File: src/rtl/rx_stats_counter.sv
// rx_stats_counter
//   Per-frame receive statistics on the MAC receive clock. Frame length is
//   accumulated over the 64-bit beats of each frame. At the last beat the frame
//   is classified as good or bad, and three free-running totals are updated.
//   The outputs come straight from flops. Each one changes at most once per
//   frame completion or clear, so it can feed a slow-domain crossing stage.
//
// Ports
//   clk          receive clock, rising edge
//   rst          synchronous active-high reset
//   rx_valid     beat present (always consumed)
//   rx_last      final beat of frame, qualified by rx_valid
//   rx_keep[7:0] byte enables; beat length = popcount
//   rx_good      MAC status, sampled on the last beat only
//   clear        one-cycle pulse that zeroes all counters
//   good_frames  accepted frame count   (W bits, wraps)
//   bad_frames   rejected frame count   (W bits, wraps)
//   good_bytes   accepted byte total    (W bits, wraps)
//
// state | meaning
// ------+------------------------------------------------------------
// IDLE  | between frames, acc is 0; next valid beat starts a frame
// FRAME | inside a multi-beat frame, acc holds the bytes seen so far

module rx_stats_counter #(
  parameter int W       = 32,
  parameter int MIN_LEN = 64,
  parameter int MAX_LEN = 1518
) (
  input  logic         clk,
  input  logic         rst,
  input  logic         rx_valid,
  input  logic         rx_last,
  input  logic [7:0]   rx_keep,
  input  logic         rx_good,
  input  logic         clear,
  output logic [W-1:0] good_frames,
  output logic [W-1:0] bad_frames,
  output logic [W-1:0] good_bytes
);

  localparam logic [15:0] MIN_L = 16'(MIN_LEN);
  localparam logic [15:0] MAX_L = 16'(MAX_LEN);

  typedef enum logic {IDLE, FRAME} state_t;

  state_t       state_q, state_d;
  logic [15:0]  acc_q, acc_d;
  logic [W-1:0] good_frames_q, good_frames_d;
  logic [W-1:0] bad_frames_q, bad_frames_d;
  logic [W-1:0] good_bytes_q, good_bytes_d;

  logic [3:0]   beat_bytes;
  logic [15:0]  base;
  logic [16:0]  sum;
  logic [15:0]  len;
  logic [W-1:0] len_w;
  logic         done;
  logic         frame_ok;

  always_comb begin
    beat_bytes = 4'd0;
    for (int i = 0; i < 8; i++) begin
      beat_bytes = beat_bytes + {3'b000, rx_keep[i]};
    end
  end

  always_comb begin
    // A beat taken in IDLE starts from zero, whatever acc holds.
    base     = (state_q == FRAME) ? acc_q : 16'h0000;
    sum      = {1'b0, base} + {13'b0, beat_bytes};
    // Saturating: a pinned 0xFFFF is always larger than any legal frame.
    len      = sum[16] ? 16'hFFFF : sum[15:0];
    len_w    = W'(len);
    done     = rx_valid & rx_last;
    frame_ok = rx_good && (len >= MIN_L) && (len <= MAX_L);

    state_d       = state_q;
    acc_d         = acc_q;
    good_frames_d = good_frames_q;
    bad_frames_d  = bad_frames_q;
    good_bytes_d  = good_bytes_q;

    if (rx_valid) begin
      if (rx_last) begin
        state_d = IDLE;
        acc_d   = 16'h0000;
      end else begin
        state_d = FRAME;
        acc_d   = len;
      end
    end

    // Clear wins over a coinciding completion. It leaves the frame tracking alone.
    if (clear) begin
      good_frames_d = '0;
      bad_frames_d  = '0;
      good_bytes_d  = '0;
    end else if (done) begin
      if (frame_ok) begin
        good_frames_d = good_frames_q + 1'b1;
        good_bytes_d  = good_bytes_q + len_w;
      end else begin
        bad_frames_d  = bad_frames_q + 1'b1;
      end
    end
  end

  always_ff @(posedge clk) begin
    if (rst) begin
      state_q       <= IDLE;
      acc_q         <= 16'h0000;
      good_frames_q <= '0;
      bad_frames_q  <= '0;
      good_bytes_q  <= '0;
    end else begin
      state_q       <= state_d;
      acc_q         <= acc_d;
      good_frames_q <= good_frames_d;
      bad_frames_q  <= bad_frames_d;
      good_bytes_q  <= good_bytes_d;
    end
  end

  assign good_frames = good_frames_q;
  assign bad_frames  = bad_frames_q;
  assign good_bytes  = good_bytes_q;

endmodule
File: config.mk
export PLATFORM = sky130hd
export DESIGN_NAME = rx_stats_counter
export DESIGN_NICKNAME = d
export VERILOG_FILES = /design/src/rtl/rx_stats_counter.sv
export SDC_FILE = /design/constraint.sdc
export NUM_CORES = 1
export LEC_CHECK = 0
export CORE_UTILIZATION = 38
export DETAILED_ROUTE_END_ITERATION = 6
export PLACE_DENSITY = 0.61
export REMOVE_ABC_BUFFERS = 1
export SLEW_MARGIN = 20
export SYNTH_ARGS = -nofsm -noshare
export SYNTH_HDL_FRONTEND = slang
export SYNTH_SLANG_ARGS = --single-unit
File: constraint.sdc
create_clock -name clk -period 17.6 [get_ports clk]
set_input_delay 3.52 -clock clk [delete_from_list [all_inputs] [get_ports clk]]
set_output_delay 3.52 -clock clk [all_outputs]
set_load 0.03 [all_outputs]
==> impl_metrics.toml <==
[detailed_routing]
wl_um = 18200
vias = 6696
viasPerCell = 5.71
ant_nets = 0
first_pass_iters = 5
drc = 0
drt_iter0_drc = 449
wl_per_cell_um = 15.5

[logic_synthesis]
synth_mux_area_share_pct = 0.903
syn_area_per_cell_sq_um = 7.96
syn-cell-area_sq_um = 6790
synth-main-ff-cell = "dfxtp_1"
yosys_warnings = 0
synth_area_leader_cell = "dfxtp_1"
ys_seq_area_share_pct = 33.3
synth-compound-area-share_pct = 23.7
ys_seq_elements = 113
synth_top_area_share_pct = 33.3
synth_simple_gate_area_share_pct = 28.1
netlist_instances = 853
post-synth-top-count-cell = "dfxtp_1"
ys_top_cells_by_area = "dfxtp_1 33%, a21oi_1 8.0%, o31ai_1 5.9%, or4_1 5.7%, ha_1 4.4%"
synth_commonest_cells = "113 x dfxtp_1, 108 x a21oi_1, 80 x nand2_1"
synth-async-reset-ratio_pct = 0
synth_top_family_by_area = "simple AND/OR/NAND/NOR gates"
synth-adder-area-share_pct = 6.19
synth_edf_count = 0
synth_xor_area_share_pct = 2.84
yosysUniqueCellTypes = 59

[clocking]
worstSkewPairLatency_ns = 0.43
h-tree-depth = 4
cts_buffers = 17
numClockSinks = 113
cts_tree = "yes"
post-cts-setup-buffers = 0
cts_hold_buf = 0
cts_resized = 0
clkTransAtPathRegs_ns = 0.05
clock_path_buffers = 2
cts_root_buf = "clkbuf_16"

[setup_path]
worstSetupStartpointType = "input pin"
critPathArrivalTime_ns = 10.38
cp-end-kind = "flop"
critPathKind = "input pin to flop"
r2r_slack_ns = 10.90
required_ns = 17.87
crit_fanout = 15

[sta]
setup_tns_ns = 0
hold_ws_ns = 0.479
slew_viol_final = 0
setup_viol = 0
finalCritPeriodShare_pct = 57.5
hold_viol = 0
max_slew.worst_pin.slew_ns = 1.08
fin_crit_ns = 10.12
max_freq_mhz = 98.9
relSlewSlack_pct = 28.2
rsz0062_at_grt = "false"
finClkSkew_ns = 0.0141

[finish]
final_nets = 978
areaGrowthSynthToFinish_pct = 26.7
diodes = 0
post-route-util_pct = 49.6
fillers = 1718
final_layout_size_suffix_gt1_share_pct = 5.70

[grt]
grt_max_degree = 72
grt_pass1_wl_um = 29900
grt.overflow.total = 0
first_global_vias = 5889
use_met2_pct = 33.0
use_met3_pct = 4.19
grtUsageTotal_pct = 20.4
antenna_found_initial = 0
grt-busiest-layer = "met2"
met1_usage_pct = 27.0

[placed_design]
portBuffers = 109
dpl.hpwl_um = 12700
gp_congestion = 0.840

[power]
swShare_pct = 25.2
p_sw_w = 0.000163
finalPower_w = 0.000646
power.share.combinational_pct = 7.0
peakVddDrop_uv = 82.8
power.leakage_nw = 2.89
seqPwrFrac_pct = 39.8
clockPowerShare_pct = 53.2
p_int_w = 0.000483
p_per_area_nw_per_um2 = 75.1

[floorplan]
die_w_um = 136
core_sq_um = 17400
io_pins = 110
start_util_pct = 39.1
die_area_sq_um = 18400
dieHeight_um = 136
core.rowCount = 48

[status]
status = "finished, final reports clean"

[flow_run]
maxCapViolCount = 0

[hold_path]
hold_path.class = "flop to flop"
cell families after synthesis:
| logic type | Yosys count |
|---|---|
| simple gates | 344 |
| compound gates | 252 |
| flops | 113 |
| buf+inv | 86 |
| fa+ha+maj | 30 |
| xor+xnor | 22 |
| mux | 6 |
layer usage:
metal	vias up	part of all wire (%)
li1	3367	-
met1	3169	48
met2	149	47
met3	11	3.9
met4	0	0.75
met5	-	0
critical path: stages:
cell             delay [ns]
clkdlybuf4s50_1        0.43
fa_1                   0.53
inv_1                  0.05
fa_1                   0.52
fa_1                   0.43
fa_1                   0.39
inv_1                  0.08
fa_1                   0.24
a211oi_4               0.11
nor4_1                 0.48
nand3_1                0.49
nand2b_1               0.29
ha_1                   0.27
a21oi_1                0.22
o22ai_1                0.14
o21ai_0                0.41
o211ai_1               0.18
a31o_2                 0.26
a21o_1                 0.20
a21oi_1                0.85
or4_1                  0.21
a21oi_1                0.06
area by class of cell:
cell class	count	area, sq um	area share, %
multi-input cells	654	4220	49.0
flip-flops and latches	113	2260	26.3
repair buffers	116	1140	13.3
clock buffers	17	425	4.94
well taps	225	282	3.27
clock inverters	15	159	1.85
inverters	32	120	1.40
per-stage QoR:
stage               setup WS (ns)  std cells  cell area, sq um
finish                       7.48       1172              8610
global route                 6.91       1172              8610
CTS                          7.51       1172              8600
detailed placement           7.17       1140              8010
global placement             7.36       1140              8010
floorplan                    7.59        799              6580
power groups by stage:
stage	clock network (W)	logic, W	registers [W]
3_3_place_gp	0	0.0000445	0.000263
6_report	0.000344	0.0000451	0.000257
2_1_floorplan	0	0.0000277	0.000264
4_1_cts	0.000350	0.0000455	0.000257
3_5_place_dp	0	0.0000448	0.000263
5_1_grt	0.000363	0.0000504	0.000257
flip-flops by register name, indices dropped and copies added (netlist names):
| name | cells |
|---|---|
| good_frames | 32 |
| state_q | 1 |
| bad_frames | 32 |
| acc_q | 16 |
| good_bytes | 32 |
path summary, 6_finish.rpt:
check / from / to / cells after the start
max reg2reg: state_q / good_bytes[19] / 21
max: rx_keep[0] / good_bytes[19] / 22
min: bad_frames[31] / bad_frames[31] / 2
min reg2reg: bad_frames[31] / bad_frames[31] / 2
cell usage in the layout, fill, tap and decap left out, drive strengths merged, types with 8 or more instances in the layout:
cell and instances:
dfxtp 113, clkdlybuf4s50 109, a21oi 108, nand2 80, o31ai 53, or4 52
nor2 44, nand3 41, inv 35, o21ai 31, ha 24, nand4 22
nor2b 21, or3 20, clkbuf 17, and3 16, xnor2 12, and4 12
and2 10, xor2 10, nand2b 9, nor3 8
Power figures use the tool's default switching activity.
